[config.mk]
export PLATFORM = sky130hd
export DESIGN_NAME = wb_data_resize_seq_flat
export DESIGN_NICKNAME = d
export VERILOG_FILES = /design/src/rtl/wb_data_resize_seq_pkg.sv /design/src/rtl/wb_data_resize_seq_if.sv /design/src/rtl/wb_data_resize_seq_sel_next.sv /design/src/rtl/wb_data_resize_seq.sv /design/src/flat_wrapper.sv
export SDC_FILE = /design/constraint.sdc
export NUM_CORES = 1
export LEC_CHECK = 0
export ABC_AREA = 1
export ABC_CLOCK_PERIOD_IN_PS = 9100
export CAP_MARGIN = 20
export CORE_MARGIN = 2
export CORE_UTILIZATION = 45
export DETAILED_ROUTE_END_ITERATION = 10
export PLACE_DENSITY = 0.71
export SETUP_SLACK_MARGIN = 0.1
export SYNTH_ARGS = -nofsm -noshare
export SYNTH_HDL_FRONTEND = slang
export SYNTH_SLANG_ARGS = --single-unit
[constraint.sdc]
create_clock -name wb_clk_i -period 9.1 [get_ports wb_clk_i]
set_input_delay 1.82 -clock wb_clk_i [delete_from_list [all_inputs] [get_ports wb_clk_i]]
set_output_delay 1.82 -clock wb_clk_i [all_outputs]
set_load 0.005 [all_outputs]
[src/rtl/wb_data_resize_seq_pkg.sv]
// rtl/wb_data_resize_seq_pkg.sv - shared types for the 32-to-8 bit Wishbone sequencer
// Purpose: FSM state and response encodings plus the offset-to-lane mapping.
// Ports: none (package).
package wb_data_resize_seq_pkg;

  typedef enum logic [1:0] {
    ST_IDLE,
    ST_XFER,
    ST_RESP
  } state_t;

  typedef enum logic [1:0] {
    RSP_ACK,
    RSP_ERR,
    RSP_RTY
  } resp_t;

  // Byte offset within the word -> physical lane index (sel bit / dat byte).
  function automatic logic [1:0] lane_index(input logic [1:0] off, input bit big_endian);
    return big_endian ? (2'd3 - off) : off;
  endfunction

endpackage

[src/rtl/wb_data_resize_seq_if.sv]
// rtl/wb_data_resize_seq_if.sv - classic Wishbone bus bundle, parameterised width
// Purpose: one bus per instance; the converter uses a 32-bit and an 8-bit copy.
// Ports: adr/dat_w/sel/we/cyc/stb/cti/bte (master->slave), dat_r/ack/err/rty (slave->master).
interface wb_data_resize_seq_if #(
  parameter int aw = 32,
  parameter int dw = 32
);
  logic [aw-1:0]   adr;
  logic [dw-1:0]   dat_w;
  logic [dw-1:0]   dat_r;
  logic [dw/8-1:0] sel;
  logic            we;
  logic            cyc;
  logic            stb;
  logic [2:0]      cti;
  logic [1:0]      bte;
  logic            ack;
  logic            err;
  logic            rty;

  modport master (output adr, dat_w, sel, we, cyc, stb, cti, bte,
                  input  dat_r, ack, err, rty);
  modport slave  (input  adr, dat_w, sel, we, cyc, stb, cti, bte,
                  output dat_r, ack, err, rty);
endinterface

[src/rtl/wb_data_resize_seq_sel_next.sv]
// rtl/wb_data_resize_seq_sel_next.sv - first remaining byte lane priority encoder
// Purpose: picks the lowest byte offset whose select bit is set.
// Ports: mask (remaining sel bits) in; off (byte offset), lane (one-hot sel bit),
//        last (no other bit remains after this one) out.
module wb_sel_next
  import wb_data_resize_seq_pkg::*;
#(
  parameter bit BIG_ENDIAN = 1'b1
) (
  input  logic [3:0] mask,
  output logic [1:0] off,
  output logic [3:0] lane,
  output logic       last
);

  always_comb begin
    off  = 2'd0;
    lane = 4'b0000;
    // Scan from the highest offset down so the lowest selected offset wins.
    for (int o = 3; o >= 0; o--) begin
      if (mask[lane_index(o[1:0], BIG_ENDIAN)]) begin
        off  = o[1:0];
        lane = 4'b0001 << lane_index(o[1:0], BIG_ENDIAN);
      end
    end
    last = ((mask & ~lane) == 4'b0000);
  end

endmodule

[src/rtl/wb_data_resize_seq.sv]
// rtl/wb_data_resize_seq.sv - sequencing Wishbone width converter, 32-bit master to 8-bit slave
// Purpose: one classic 8-bit slave cycle per selected byte, gathered into one master response.
// Ports: wb_clk_i clock; wb_rst_i async active-high reset;
//        wbm 32-bit bus (slave modport, faces the intercon);
//        wbs 8-bit bus (master modport, faces the byte-wide peripheral).
module wb_data_resize_seq
  import wb_data_resize_seq_pkg::*;
#(
  parameter int aw         = 32,
  parameter bit BIG_ENDIAN = 1'b1
) (
  input logic                   wb_clk_i,
  input logic                   wb_rst_i,
  wb_data_resize_seq_if.slave   wbm,
  wb_data_resize_seq_if.master  wbs
);

  state_t         state_q, state_d;
  logic [aw-1:2]  adr_q, adr_d;
  logic           we_q, we_d;
  logic [31:0]    dat_q, dat_d;
  logic [3:0]     mask_q, mask_d;   // lanes still to visit, excluding the current beat
  logic           last_q, last_d;   // current beat is the final one
  logic [1:0]     idx_q, idx_d;     // physical lane of the current beat
  logic [31:0]    acc_q, acc_d;
  logic [31:0]    mdat_q, mdat_d;
  logic           mack_q, mack_d, merr_q, merr_d, mrty_q, mrty_d;
  logic [aw-1:0]  sadr_q, sadr_d;
  logic [7:0]     sdat_q, sdat_d;
  logic           swe_q, swe_d, scyc_q, scyc_d;

  logic [3:0]     enc_mask, enc_lane;
  logic [1:0]     enc_off, enc_idx;
  logic           enc_last;
  logic [31:0]    acc_nx;
  resp_t          rsp;
  logic           unused_inputs;

  // One encoder serves both the first beat (from sel) and every following beat.
  assign enc_mask = (state_q == ST_IDLE) ? wbm.sel : mask_q;
  assign enc_idx  = lane_index(enc_off, BIG_ENDIAN);

  wb_sel_next #(.BIG_ENDIAN(BIG_ENDIAN)) u_sel_next (
    .mask (enc_mask),
    .off  (enc_off),
    .lane (enc_lane),
    .last (enc_last)
  );

  always_comb begin
    state_d = state_q;
    adr_d   = adr_q;
    we_d    = we_q;
    dat_d   = dat_q;
    mask_d  = mask_q;
    last_d  = last_q;
    idx_d   = idx_q;
    acc_d   = acc_q;
    mdat_d  = mdat_q;
    mack_d  = 1'b0;
    merr_d  = 1'b0;
    mrty_d  = 1'b0;
    sadr_d  = sadr_q;
    sdat_d  = sdat_q;
    swe_d   = swe_q;
    scyc_d  = scyc_q;
    acc_nx  = acc_q;
    rsp     = RSP_ACK;

    case (state_q)
      ST_IDLE: begin
        if (wbm.cyc && wbm.stb) begin
          adr_d = wbm.adr[aw-1:2];
          we_d  = wbm.we;
          dat_d = wbm.dat_w;
          acc_d = '0;
          if (wbm.sel == 4'b0000) begin
            state_d = ST_RESP;
            mack_d  = 1'b1;
            mdat_d  = '0;
          end else begin
            state_d = ST_XFER;
            mask_d  = wbm.sel & ~enc_lane;
            last_d  = enc_last;
            idx_d   = enc_idx;
            scyc_d  = 1'b1;
            swe_d   = wbm.we;
            sadr_d  = {wbm.adr[aw-1:2], enc_off};
            sdat_d  = wbm.dat_w[{enc_idx, 3'b000} +: 8];
          end
        end
      end

      ST_XFER: begin
        if (!wbm.cyc) begin
          // Master abort: abandon the slave cycle, ignore whatever it returns.
          state_d = ST_IDLE;
          scyc_d  = 1'b0;
          swe_d   = 1'b0;
        end else if (wbs.err || wbs.rty || wbs.ack) begin
          rsp = wbs.err ? RSP_ERR : (wbs.rty ? RSP_RTY : RSP_ACK);
          if (!we_q) acc_nx[{idx_q, 3'b000} +: 8] = wbs.dat_r;
          if (rsp != RSP_ACK || last_q) begin
            state_d = ST_RESP;
            scyc_d  = 1'b0;
            swe_d   = 1'b0;
            mack_d  = (rsp == RSP_ACK);
            merr_d  = (rsp == RSP_ERR);
            mrty_d  = (rsp == RSP_RTY);
            acc_d   = (rsp == RSP_ACK) ? acc_nx : acc_q;
            mdat_d  = (rsp == RSP_ACK) ? acc_nx : acc_q;
          end else begin
            acc_d  = acc_nx;
            mask_d = mask_q & ~enc_lane;
            last_d = enc_last;
            idx_d  = enc_idx;
            sadr_d = {adr_q, enc_off};
            sdat_d = dat_q[{enc_idx, 3'b000} +: 8];
          end
        end
      end

      default: begin
        state_d = ST_IDLE;
      end
    endcase
  end

  always_ff @(posedge wb_clk_i or posedge wb_rst_i) begin
    if (wb_rst_i) begin
      state_q <= ST_IDLE;
      adr_q   <= '0;
      we_q    <= 1'b0;
      dat_q   <= '0;
      mask_q  <= '0;
      last_q  <= 1'b0;
      idx_q   <= '0;
      acc_q   <= '0;
      mdat_q  <= '0;
      mack_q  <= 1'b0;
      merr_q  <= 1'b0;
      mrty_q  <= 1'b0;
      sadr_q  <= '0;
      sdat_q  <= '0;
      swe_q   <= 1'b0;
      scyc_q  <= 1'b0;
    end else begin
      state_q <= state_d;
      adr_q   <= adr_d;
      we_q    <= we_d;
      dat_q   <= dat_d;
      mask_q  <= mask_d;
      last_q  <= last_d;
      idx_q   <= idx_d;
      acc_q   <= acc_d;
      mdat_q  <= mdat_d;
      mack_q  <= mack_d;
      merr_q  <= merr_d;
      mrty_q  <= mrty_d;
      sadr_q  <= sadr_d;
      sdat_q  <= sdat_d;
      swe_q   <= swe_d;
      scyc_q  <= scyc_d;
    end
  end

  assign wbm.dat_r = mdat_q;
  assign wbm.ack   = mack_q;
  assign wbm.err   = merr_q;
  assign wbm.rty   = mrty_q;

  assign wbs.adr   = sadr_q;
  assign wbs.dat_w = sdat_q;
  assign wbs.sel   = '1;
  assign wbs.we    = swe_q;
  assign wbs.cyc   = scyc_q;
  assign wbs.stb   = scyc_q;
  assign wbs.cti   = 3'b000;
  assign wbs.bte   = 2'b00;

  // Every access is handled as a classic cycle on a word-aligned address.
  assign unused_inputs = ^{wbm.cti, wbm.bte, wbm.adr[1:0]};

endmodule

[src/flat_wrapper.sv]
// flat-port wrapper written by rule: the top's interface ports become plain ports
module wb_data_resize_seq_flat import wb_data_resize_seq_pkg::*;
#(
  parameter int aw         = 32,
  parameter bit BIG_ENDIAN = 1'b1
)
  (wb_clk_i, wb_rst_i, wbm_adr, wbm_dat_w, wbm_sel, wbm_we, wbm_cyc, wbm_stb, wbm_cti, wbm_bte, wbm_dat_r, wbm_ack, wbm_err, wbm_rty, wbs_adr, wbs_dat_w, wbs_sel, wbs_we, wbs_cyc, wbs_stb, wbs_cti, wbs_bte, wbs_dat_r, wbs_ack, wbs_err, wbs_rty);
  wb_data_resize_seq_if #(.aw(aw), .dw(32)) wbm_i ();
  wb_data_resize_seq_if #(.aw(aw), .dw(8)) wbs_i ();
  input logic wb_clk_i;
  input logic wb_rst_i;
  input wire logic [$bits(wbm_i.adr)-1:0] wbm_adr;
  input wire logic [$bits(wbm_i.dat_w)-1:0] wbm_dat_w;
  input wire logic [$bits(wbm_i.sel)-1:0] wbm_sel;
  input wire logic [$bits(wbm_i.we)-1:0] wbm_we;
  input wire logic [$bits(wbm_i.cyc)-1:0] wbm_cyc;
  input wire logic [$bits(wbm_i.stb)-1:0] wbm_stb;
  input wire logic [$bits(wbm_i.cti)-1:0] wbm_cti;
  input wire logic [$bits(wbm_i.bte)-1:0] wbm_bte;
  output wire logic [$bits(wbm_i.dat_r)-1:0] wbm_dat_r;
  output wire logic [$bits(wbm_i.ack)-1:0] wbm_ack;
  output wire logic [$bits(wbm_i.err)-1:0] wbm_err;
  output wire logic [$bits(wbm_i.rty)-1:0] wbm_rty;
  output wire logic [$bits(wbs_i.adr)-1:0] wbs_adr;
  output wire logic [$bits(wbs_i.dat_w)-1:0] wbs_dat_w;
  output wire logic [$bits(wbs_i.sel)-1:0] wbs_sel;
  output wire logic [$bits(wbs_i.we)-1:0] wbs_we;
  output wire logic [$bits(wbs_i.cyc)-1:0] wbs_cyc;
  output wire logic [$bits(wbs_i.stb)-1:0] wbs_stb;
  output wire logic [$bits(wbs_i.cti)-1:0] wbs_cti;
  output wire logic [$bits(wbs_i.bte)-1:0] wbs_bte;
  input wire logic [$bits(wbs_i.dat_r)-1:0] wbs_dat_r;
  input wire logic [$bits(wbs_i.ack)-1:0] wbs_ack;
  input wire logic [$bits(wbs_i.err)-1:0] wbs_err;
  input wire logic [$bits(wbs_i.rty)-1:0] wbs_rty;
  assign wbm_i.adr = wbm_adr;
  assign wbm_i.dat_w = wbm_dat_w;
  assign wbm_i.sel = wbm_sel;
  assign wbm_i.we = wbm_we;
  assign wbm_i.cyc = wbm_cyc;
  assign wbm_i.stb = wbm_stb;
  assign wbm_i.cti = wbm_cti;
  assign wbm_i.bte = wbm_bte;
  assign wbm_dat_r = wbm_i.dat_r;
  assign wbm_ack = wbm_i.ack;
  assign wbm_err = wbm_i.err;
  assign wbm_rty = wbm_i.rty;
  assign wbs_adr = wbs_i.adr;
  assign wbs_dat_w = wbs_i.dat_w;
  assign wbs_sel = wbs_i.sel;
  assign wbs_we = wbs_i.we;
  assign wbs_cyc = wbs_i.cyc;
  assign wbs_stb = wbs_i.stb;
  assign wbs_cti = wbs_i.cti;
  assign wbs_bte = wbs_i.bte;
  assign wbs_i.dat_r = wbs_dat_r;
  assign wbs_i.ack = wbs_ack;
  assign wbs_i.err = wbs_err;
  assign wbs_i.rty = wbs_rty;
  wb_data_resize_seq #(.aw(aw), .BIG_ENDIAN(BIG_ENDIAN)) u_core (.wb_clk_i(wb_clk_i), .wb_rst_i(wb_rst_i), .wbm(wbm_i), .wbs(wbs_i));
endmodule
======== After elaboration in Yosys (flattened, before gate mapping) ========
Cells that the tools add are included.
operators by class
  mux-type cells .......................... 84
  add/subtract/negate cells ............... 2
  equality and inequality tests ........... 12
  shift operators ......................... 4
  bitwise operators ....................... 4
  reductions and logical operators ........ 16
operators with widths
  cell                                                                      number
  32-bit two-way mux                                                        16
  32-bit case mux with 2 select lines                                       3
  32-bit by 6-bit variable part select with 8-bit output                    2
  8-bit two-way mux                                                         5
  4-bit two-way mux                                                         9
  32-bit bitwise mux                                                        1
  2-bit two-way mux                                                         16
  8-bit by 7-bit variable shift with 32-bit output (first input constant)   1
  8-bit by 7-bit variable part select with 32-bit output                    1
  1-bit two-way mux                                                         26
  8-bit case mux with 2 select lines                                        1
  4-bit bitwise AND                                                         3
  6-bit AND reduction                                                       2
  2-bit inequality test (second input constant)                             5
  4-bit zero test                                                           2
  1-bit case mux with 2 select lines                                        4
  2-bit case mux with 2 select lines                                        2
  4-bit case mux with 2 select lines                                        1
  5-bit negator with 7-bit output                                           1
  3-bit by 2-bit inequality test with 1-bit output (second input constant)  2
  5-bit AND reduction                                                       1
  2-bit by 1-bit == test with 1-bit output (second input constant)          2
  2-bit zero test                                                           2
  2-bit by 1-bit inequality test with 1-bit output (second input constant)  2
  9 further kinds                                                           12
storage, ports and cells
  bits of input ports ..................... 89
  flip-flop bits (word level) ............. 181
  output and inout port bits .............. 84

======== Depth between registers and ports, before layout ========
Gate-level depths: netlist of run 1.
  depth after elaboration ................. 13
  gate-level depth with buffers ........... 12
  gate-level depth less buffers ........... 11

======== Hierarchy ========
A second synthesis of run 1 with hierarchy kept.
second synthesis, totals
  cells, all modules ...................... 1193
  area, all modules ....................... 8963.6 sq um
by module, submodules not included
  module              cells each  area an instance (sq um)  seq. area each (sq um)  instances
  wb_data_resize_seq  1174        8884.8                    4529.3                  1
  wb_sel_next         19          78.8                      0.0                     1

======== Worst setup path before layout of run 1 ========
OpenSTA, ideal clock, no wires.
  path kind ............................... input to register
  from .................................... input port wbs_err
  to ...................................... register u_core.mask_q[0]
  required time ........................... 8.978 ns
  cell stages on the path ................. 10
  buffers on the path ..................... 1
  data arrival time ....................... 2.863 ns
  setup time .............................. 0.122 ns
  setup slack ............................. 6.115 ns
  cells stage by stage .................... inv_1 nand2_1 or2_1 o21ai_1 inv_1 nor2_4 inv_2 buf_2 nor2_1 nor2_1
between the ends
  word-level cells in the longest chain between the ends .. 5
  elaborated cells on any way between the ends .. 8
RTL lines
  what                                    line                       source
  from (decl)                             flat_wrapper.sv:34         input wire logic [$bits(wbs_i.err)-1:0] wbs_err;
  2-bit two-way mux                       wb_data_resize_seq.sv:101  rsp = wbs.err ? RSP_ERR : (wbs.rty ? RSP_RTY : RSP_ACK);
  2-bit nonzero test                      wb_data_resize_seq.sv:103  if (rsp != RSP_ACK || last_q) begin
  1-bit logical OR                        wb_data_resize_seq.sv:103
  2-bit inequality test (no source line)  -
  6-bit AND reduction (no source line) *  -
  to (signal assigned)                    wb_data_resize_seq.sv:152  mask_q <= mask_d;
  to (decl)                               wb_data_resize_seq.sv:22   logic [3:0] mask_q, mask_d;
Every way passes the cells marked *; elsewhere a longest branch is shown, timed or not.
A chain may end at the register's enable or synchronous reset.

======== Worst setup path in the final report of run 1 ========
  from .................................... input port wbs_err
  to ...................................... register u_core.sadr_q[30], in the netlist u_core.wbs.adr[30]
between the ends
  word-level cells in the longest chain between the ends .. 5
  elaborated cells on any way between the ends .. 8
RTL lines
  what                                    line                       source
  2-bit two-way mux                       wb_data_resize_seq.sv:101
  2-bit nonzero test                      wb_data_resize_seq.sv:103
  1-bit logical OR                        wb_data_resize_seq.sv:103
  2-bit inequality test (no source line)  -
  6-bit AND reduction (no source line) *  -
  to (signal assigned)                    wb_data_resize_seq.sv:160  sadr_q <= sadr_d;
  to (decl)                               wb_data_resize_seq.sv:28   logic [aw-1:0] sadr_q, sadr_d;
Marks and branches as above.

==> flow_metrics.tcl, run 1 <==
set metrics [dict create \
    cts_buffers 17 \
    die_h_um 142 \
    drc_errors 0 \
    routed_via_density 4.96 \
    fmax_mhz 260 \
    finalClockSkew_ns 0.0127 \
    hold_viol_final 0 \
    rows 50 \
    wl_per_cell_um 13.8 \
    grt_pass1_vias 6561 \
    cts-root-buf "clkbuf_16" \
    power_density_mw_per_mm2 316 \
    required_ns 9.39 \
    worst_pin_slew_ns 1.00 \
    hp-class "reg -> reg" \
    p_leak_nw 5.19 \
    rr_endpoint "u_core.wbs.adr[30]" \
    synth_area_leaders "dfrtp_1, nand2_1, o21ai_0" \
    nNetsFinal 1296 \
    critPathKind "in -> reg" \
    drtIter0Drc 504 \
    vias 7185 \
    cts_tree "yes" \
    ant_nets 0 \
    tns_ns 0 \
    final_layout_size_suffix_gt1_share_pct 4.78 \
    dieWidth_um 142 \
    ff_latch_area_mm2 0.00453 \
    cts_resized 0 \
    yosysMostFrequentCell "nand2_1" \
    max_cap_viol_count 0 \
    finalCritPeriodShare_pct 42.2 \
    grt_start_max_net_pins 112 \
    synth_top_cell_by_area "dfrtp_1" \
    ir_drop_mv 0.156 \
    ys_async_sr_fraction_pct 100 \
    setup_violations 0 \
    cts-htree-levels 4 \
    fill_cells 1688 \
    io_buffers 159 \
    synth_area_mm2 0.00860 \
    r2r_start "u_core.state_q[1]" \
    final_area_mm2 0.0108 \
    ios 173 \
    synth_edf_count 0 \
    initial_core_util_pct 46.0 \
    reg2reg_depth 10 \
    grt_setup_unrepaired "false" \
    min_to "u_core.acc_q[1]" \
    clock_path_buffers 2 \
    grt_use_total_pct 20.3 \
    drt-total-wl_um 20000 \
    synth.avg_cell_area_um2 7.97 \
    arrival_ns 4.13 \
    post_cts_buffers 0 \
    cp-end-kind "flip-flop" \
    place_area_mm2 0.0102 \
    synthTopCellsByCount "nand2_1, dfrtp_1, o21ai_0" \
    grt_antenna_before_repair 2 \
    cts_num_sinks 181 \
    power_w 0.00342 \
    holdBufCountCts 0 \
    fin_util_pct 57.8 \
    dp_hpwl_um 13500 \
    insertion_delay_ns 0.43 \
    yosys.cell_types.count 29 \
    path_clk_slew_ns 0.07 \
    place.gp.congestion 0.833 \
    core_mm2 0.0187 \
    overflow 0 \
    die_area_mm2 0.0202 \
    seq_area_frac_synth_pct 52.6 \
    r2r_setup_slack_ns 6.11 \
    min_delay_path_depth 2 \
    ys_seq_elements 181 \
    ys.warnings.count 0 \
    synthFlopType "dfrtp_1" \
    grt_first_pass_wirelength_um 32800 \
    outcome "finished, final reports clean" \
    firstDrtPassIters 7 \
    multi_input_area_mm2 0.00328 \
    worst-path-max-fanout 50 \
    maxSlewViolCount 0 \
    netlist_instances 1080 \
    synthToLayoutAreaGrowth_pct 25.6 \
    yosysTopAreaCellShare_pct 52.6 \
    start_kind "input pin" \
    fin_crit_ns 3.84 \
    relSlewSlack_pct 33.2 \
    hp-start "u_core.acc_q[1]" \
]
[report_power, final]
group / leakage [nW] / total [W] / internal (W) / switching [W]
registers: 2.28 / 0.00124 / 0.00110 / 0.000144
clock network: 0.279 / 0.000715 / 0.000388 / 0.000327
logic: 2.62 / 0.00146 / 0.000582 / 0.000881
total: 5.19 / 0.00342 / 0.00207 / 0.00135
[layout make-up]
| type | count | share of cell area (%) |
|---|---|---|
| flip-flops and latches | 181 | 41.9 |
| multi-input cells | 714 | 30.4 |
| repair buffers | 165 | 15.4 |
| inverters | 123 | 4.32 |
| clock buffers | 18 | 4.06 |
| well taps | 234 | 2.71 |
| clock inverters | 13 | 1.16 |
| diodes | 1 | 0.0232 |
[logic make-up (layout without fill, tap and decap cells)]
group | after synthesis | in the layout | synth area share (%)
flip-flops | 181 | 181 | 52.6
AND/OR/NAND/NOR | 405 | 405 | 19.0
other | 2 | 7 | 0.0873
AO/OA/AOI/OAI | 298 | 298 | 17.9
adder cells (fa/ha/maj) | 5 | 5 | 0.727
buffers and inverters | 189 | 319 | 9.64
[placed cells by master (no fill, tap or decap)]
master and n:
a21oi_1 54, a21oi_2 1, buf_12 1, buf_16 1, buf_4 4, bufinv_16 1
clkbuf_16 17, clkbuf_8 1, clkdlybuf4s50_1 159, clkinv_2 3, clkinv_4 4, clkinvlp_4 1
conb_1 6, dfrtp_1 181, diode_2 1, ha_1 5, inv_1 118, inv_2 4
inv_6 4, inv_8 1, nand2_1 290, nand2_2 4, nand2_4 1, nand3_1 45
nand3_2 2, nand3_4 1, nand3b_1 1, nand4_1 3, nor2_1 51, nor2_2 3
nor2_4 2, nor3_1 1, o211ai_1 12, o21a_1 2, o21ai_0 159, o21ai_1 67
o21ai_2 2, o32ai_1 1, or2_1 1
[worst max-delay path, cell delays in order]
cell,delay (ns)
clkdlybuf4s50_1,0.42
inv_1,0.08
nand2_1,0.14
or2_1,0.24
o21ai_1,0.11
inv_1,0.10
nor2_4,0.36
inv_2,0.27
buf_4,0.36
nand2_1,0.12
o21ai_1,0.07
[sequential cells by signal (all words and copies together), names as in the netlist, 2 cells and up]
signal / cells
u_core.acc_q: 32
u_core.wbs.dat_w: 8
u_core.adr_q: 30
u_core.mask_q: 4
u_core.wbm.dat_r: 32
u_core.wbs.adr: 32
u_core.dat_q: 32
u_core.idx_q: 2
u_core.state_q: 2
[per-layer routing]
layer / part of all wire, % / GRT usage [%] / up-vias / wire length [um]
met5: 0.080 / 0 / - / 16
met4: 1.3 / 6.00 / 2 / 255
met3: 5.9 / 4.81 / 22 / 1190
met2: 45 / 30.1 / 199 / 9030
met1: 48 / 29.7 / 3271 / 9540
li1: - / - / 3691 / -
[through the flow]
step,instances,setup slack [ns],hold slack (ns)
floorplan,1084,2.36,0.444
global placement,1415,4.86,0.460
detailed placement,1415,4.85,0.461
CTS,1446,5.27,0.479
global route,1448,5.04,0.503
finish,1449,5.26,0.476
[worst max-delay path by stage]
stage | from | endpoint | slack, ns
after floorplan | wb_rst_i | u_core.acc_q[0] | 2.36
after global placement | wbs_err | u_core.last_q | 4.86
after detailed placement | wbs_err | u_core.wbs.adr[30] | 4.85
after CTS | wbs_err | u_core.wbs.adr[30] | 5.27
after global routing | wbs_err | u_core.wbs.adr[30] | 5.04
final | wbs_err | u_core.wbs.adr[30] | 5.26
Note: power is estimated with default switching activity, not from simulation.
==> run 2, diff against run 1 <==
- ABC_CLOCK_PERIOD_IN_PS: 9100 -> 3800
- clock period: 9.1 -> 3.8 ns (I/O delays scaled with it)
==> run 2 against run 1 <==
Compared with the run above:
- utilization up 0.21 points
- via count is 0.13% higher
- worst setup slack got worse by 4.2 ns
- clock-buffer cell count increased by 4
- register-to-register slack got worse by 5.0 ns
- cell count up 0.28%
- non-clock buffer count up 4
- first-iteration DRC count is 9.5% lower
- sequential share of layout area down 0.15 points
- cell area is 0.37% higher
- critical endpoint is now u_core.acc_q[19]
- largest power group unchanged
==> flow_metrics.tcl, run 2 (synthesized netlist as in run 1, its figures left out) <==
set metrics [dict create \
    outcome "finished, final reports clean" \
    rows 50 \
    cp-end-kind "flip-flop" \
    grt_setup_unrepaired "false" \
    overflow 0 \
    cts-root-buf "clkbuf_16" \
    hold_viol_final 0 \
    finalClockSkew_ns 0.0117 \
    fmax_mhz 372 \
    final_layout_size_suffix_gt1_share_pct 4.84 \
    io_buffers 159 \
    routed_via_density 4.95 \
    wl_per_cell_um 13.7 \
    worst_pin_slew_ns 0.971 \
    relSlewSlack_pct 35.3 \
    nNetsFinal 1300 \
    maxSlewViolCount 0 \
    vias 7194 \
    cts_tree "yes" \
    grt_start_max_net_pins 182 \
    start_kind "flip-flop" \
    dp_hpwl_um 13600 \
    clock_path_buffers 2 \
    cts_resized 0 \
    r2r_start "u_core.idx_q[0]" \
    grt_antenna_before_repair 0 \
    dp.cells 1421 \
    reg2reg_depth 8 \
    holdBufCountCts 0 \
    max_cap_viol_count 0 \
    post_cts_buffers 0 \
    path_clk_slew_ns 0.07 \
    p_int_w 0.00508 \
    stdcell_count 1453 \
    ant_nets 0 \
    r2r_setup_slack_ns 1.11 \
    final_common_cell "nand2_1" \
    place.gp.congestion 0.804 \
    critPathKind "reg -> reg" \
    setup_violations 0 \
    finalCritPeriodShare_pct 70.8 \
    worst-path-max-fanout 12 \
    drc_errors 0 \
    initial_core_util_pct 46.0 \
    ir_drop_mv 0.388 \
    insertion_delay_ns 0.43 \
    fin_crit_ns 2.69 \
    pwr-share-seq_pct 35.8 \
    mostFrequentLayoutCells "nand2_1, dfrtp_1, o21ai_0, clkdlybuf4s50_1, inv_1" \
    synthToLayoutAreaGrowth_pct 26.1 \
    firstDrtPassIters 8 \
    antenna_cells 0 \
    cts_num_sinks 181 \
    fill_cells 1680 \
    sw_frac_of_total_pct 38.6 \
    place_ws_ns 0.709 \
    p_sw_w 0.00319 \
    drtIter0Drc 456 \
    power_density_mw_per_mm2 762 \
    p_comb_share_pct 42.3 \
    min_delay_path_depth 2 \
    hp-class "reg -> reg" \
    hp-start "u_core.wbs.dat_w[1]" \
    ios 173 \
    grt_first_pass_wirelength_um 33400 \
    power_w 0.00827 \
    cts_buffers 17 \
    rr_endpoint "u_core.acc_q[19]" \
    cts-htree-levels 4 \
    arrival_ns 3.04 \
    p_leak_nw 5.19 \
    required_ns 4.15 \
    core_mm2 0.0187 \
    min_to "u_core.wbs.dat_w[1]" \
    grt_pass1_vias 6683 \
    grt_use_total_pct 20.7 \
    layout_setup_ws_ns 1.11 \
    tns_ns 0 \
    dieWidth_um 142 \
    drt-total-wl_um 19900 \
    die_h_um 142 \
    die_area_mm2 0.0202 \
    pwr-share-clk_pct 21.9 \
]
run 2: worst max-delay path by stage:
stage                          startpoint                 end  slack [ns]
after floorplan                  wb_rst_i     u_core.acc_q[0]        0.72
final                     u_core.idx_q[0]    u_core.acc_q[19]        1.11
after global placement            wbs_err  u_core.wbs.adr[11]        0.72
after global routing      u_core.idx_q[0]    u_core.acc_q[19]        0.80
after detailed placement          wbs_err   u_core.wbs.adr[2]        0.71
after CTS                         wbs_err   u_core.wbs.adr[2]        1.16
run 2: area by class of cell:
cell class / instances / area, um^2 / area share [%]
Clock buffer: 22 / 454 / 4.19
Clock inverter: 10 / 144 / 1.33
Inverter: 123 / 465 / 4.29
Multi-Input combinational cell: 714 / 3280 / 30.3
Sequential cell: 181 / 4530 / 41.7
Tap cell: 234 / 293 / 2.70
Timing Repair Buffer: 169 / 1680 / 15.5
run 2: worst max-delay path, cell delays in order (launching register included):
cell and delay [ns]:
dfrtp_1 0.57, inv_1 0.23, ha_1 0.38, inv_1 0.05, nor2_1 0.45, nand2_1 0.29
o21ai_0 0.33, o211ai_1 0.15, o21ai_0 0.16
run 2: power by group through the flow:
| stage | registers, W | logic (W) | clock network (W) |
|---|---|---|---|
| after floorplan | 0.00294 | 0.00236 | 0 |
| after global placement | 0.00297 | 0.00345 | 0 |
| after detailed placement | 0.00299 | 0.00353 | 0 |
| after CTS | 0.00296 | 0.00354 | 0.00186 |
| after global routing | 0.00305 | 0.00404 | 0.00192 |
| final | 0.00296 | 0.00350 | 0.00181 |
run 2: through the flow:
step	hold slack [ns]	utilization, %	instance area [um^2]
after CTS	0.482	58.0	10800
after global routing	0.503	58.0	10800
after detailed placement	0.464	54.8	10300
final	0.480	58.0	10800
after floorplan	0.444	-	8620
after global placement	0.457	54.8	10300
run 2: metal layers:
metal | vias up | global-route usage [%] | wire [um]
li1 | 3699 | - | -
met1 | 3265 | 29.3 | 9430
met2 | 199 | 31.4 | 8940
met3 | 31 | 4.78 | 1150
met4 | 0 | 7.21 | 385
met5 | - | 0 | 0
==> run 3, diff against run 2 <==
- ABC_CLOCK_PERIOD_IN_PS: 3800 -> 2600
- clock period: 3.8 -> 2.6 ns (I/O delays scaled with it)
==> run 3 against run 2 <==
Compared with the run above:
- cell count rose by 0.69%
- critical path type unchanged
- via count rose by 0.21%
- utilization rose by 0.85 points
- critical endpoint is now u_core.acc_q[16]
- combinational power rose by 52%
- global-route usage fell by 0.16 points
- non-clock buffer count rose by 9
- fmax rose by 23%
- critical path depth did not move
==> flow_metrics.tcl, run 3 (synthesized netlist as in run 1, its figures left out) <==
set metrics [dict create \
    outcome "finished, final reports clean" \
    worst-path-max-fanout 12 \
    pwr-share-seq_pct 35.7 \
    ant_nets 0 \
    drtIter0Drc 470 \
    cts_tree "yes" \
    nNetsFinal 1309 \
    dp_hpwl_um 13700 \
    cp-startpoint "u_core.idx_q[0]" \
    core_mm2 0.0187 \
    drt-total-wl_um 20000 \
    power_density_mw_per_mm2 1100 \
    dieWidth_um 142 \
    fin_crit_ns 2.19 \
    rr_endpoint "u_core.acc_q[16]" \
    grt_setup_unrepaired "false" \
    cts-root-buf "clkbuf_16" \
    place_area_mm2 0.0104 \
    place.gp.congestion 0.862 \
    topRoutingLayerUsed "met5" \
    critPathKind "reg -> reg" \
    grt_pass1_vias 6685 \
    wl_met3_um 1180 \
    r2r_setup_slack_ns 0.41 \
    setup_violations 0 \
    r2r_start "u_core.idx_q[0]" \
    hold_ws_ns 0.473 \
    firstDrtPassIters 5 \
    dp.cells 1430 \
    grt_start_max_net_pins 109 \
    relSlewSlack_pct 62.4 \
    wl_met2_um 9140 \
    sw_frac_of_total_pct 38.8 \
    drc_errors 0 \
    rows 50 \
    fin_util_pct 58.8 \
    holdBufCountCts 0 \
    maxSlewViolCount 0 \
    io_buffers 159 \
    p_sw_w 0.00471 \
    cts-htree-levels 4 \
    grt_use_total_pct 20.5 \
    final_layout_size_suffix_gt1_share_pct 5.70 \
    wl_met1_um 9410 \
    arrival_ns 2.53 \
    max_cap_viol_count 0 \
    cts_num_sinks 181 \
    initial_core_util_pct 46.0 \
    overflow 0 \
    insertion_delay_ns 0.43 \
    vias 7209 \
    cts_buffers 17 \
    path_clk_slew_ns 0.07 \
    p_int_w 0.00744 \
    p_comb_share_pct 43.7 \
    pwr-share-clk_pct 20.6 \
    cp-endpoint "u_core.acc_q[16]" \
    die_h_um 142 \
    final_common_cell "nand2_1" \
    reg2reg_depth 8 \
    post_cts_buffers 0 \
    finalCritPeriodShare_pct 84.3 \
    grt_first_pass_wirelength_um 33400 \
    ios 173 \
    routed_via_density 4.93 \
    fmax_mhz 457 \
    hp-class "reg -> reg" \
    stdcell_count 1463 \
    clock_path_buffers 2 \
    cp-end-kind "flip-flop" \
    required_ns 2.94 \
    start_kind "flip-flop" \
    ir_drop_mv 0.622 \
    die_area_mm2 0.0202 \
    finalClockSkew_ns 0.0121 \
    worst_pin_slew_ns 0.564 \
    grt_antenna_before_repair 2 \
    p_leak_nw 5.26 \
    wl_per_cell_um 13.7 \
    hold_viol_final 0 \
    tns_ns 0 \
    synthToLayoutAreaGrowth_pct 28.0 \
    final_area_mm2 0.0110 \
    mostFrequentLayoutCells "nand2_1, dfrtp_1, o21ai_0, clkdlybuf4s50_1, inv_1" \
]
run 3: cell count changes in the layout (fill, tap and decap cells not counted), sizes merged:
cell and change:
buf +9, bufinv -2, clkbuf +1, clkinv +1, clkinvlp +1, diode +1, inv -1
run 3: per-stage QoR:
step | setup WS, ns | power (W)
6_report | 0.410 | 0.0122
5_1_grt | 0.168 | 0.0132
4_1_cts | 0.259 | 0.0123
3_5_place_dp | 0.161 | 0.00970
3_3_place_gp | 0.175 | 0.00956
2_1_floorplan | -0.243 | 0.00776
run 3: routing by layer:
layer / GRT usage [%] / up-vias
met5: 0 / -
met4: 6.32 / 2
met3: 4.91 / 19
met2: 30.9 / 202
met1: 29.5 / 3264
li1: - / 3722
run 3: worst max-delay path, stage by stage, from the launching register on:
cell and delay [ns]:
dfrtp_2 0.49, inv_1 0.18, ha_1 0.36, inv_1 0.04
nor2_1 0.24, nand2_1 0.19, o21ai_0 0.26, o211ai_1 0.15
o21ai_0 0.19
run 3: cell type report:
type,count,area (um^2)
Sequential cell,181,4530
Timing Repair Buffer,178,1860
Multi-Input combinational cell,714,3280
Fill cell,1660,7700
Clock buffer,23,478
Clock inverter,9,95.1
Inverter,123,465
Antenna cell,1,2.50
Tap cell,234,293
run 3: worst min path at each step:
stage	startpoint	to	depth (start not counted)
after floorplan	u_core.acc_q[1]	u_core.acc_q[1]	2
after global placement	u_core.wbm.dat_r[7]	u_core.wbm.dat_r[7]	2
after detailed placement	u_core.wbm.dat_r[1]	u_core.wbm.dat_r[1]	2
after CTS	u_core.wbm.dat_r[1]	u_core.wbm.dat_r[1]	2
after global routing	u_core.dat_q[4]	u_core.dat_q[4]	2
final	u_core.wbm.dat_r[1]	u_core.wbm.dat_r[1]	2
run 3: what timing repair did:
item / CTS / global route
hold endpoints to repair: 0 / 0
gates resized for setup: 0 / 1
setup endpoints to repair: 0 / 8
run 3: power groups by stage:
stage                     Clock, W  Combinational, W  Sequential (W)
after floorplan                  0           0.00346         0.00430
after global placement           0           0.00520         0.00435
after CTS                  0.00257           0.00536         0.00434
after global routing       0.00266           0.00608         0.00445
final                      0.00251           0.00531         0.00433
after detailed placement         0           0.00533         0.00437
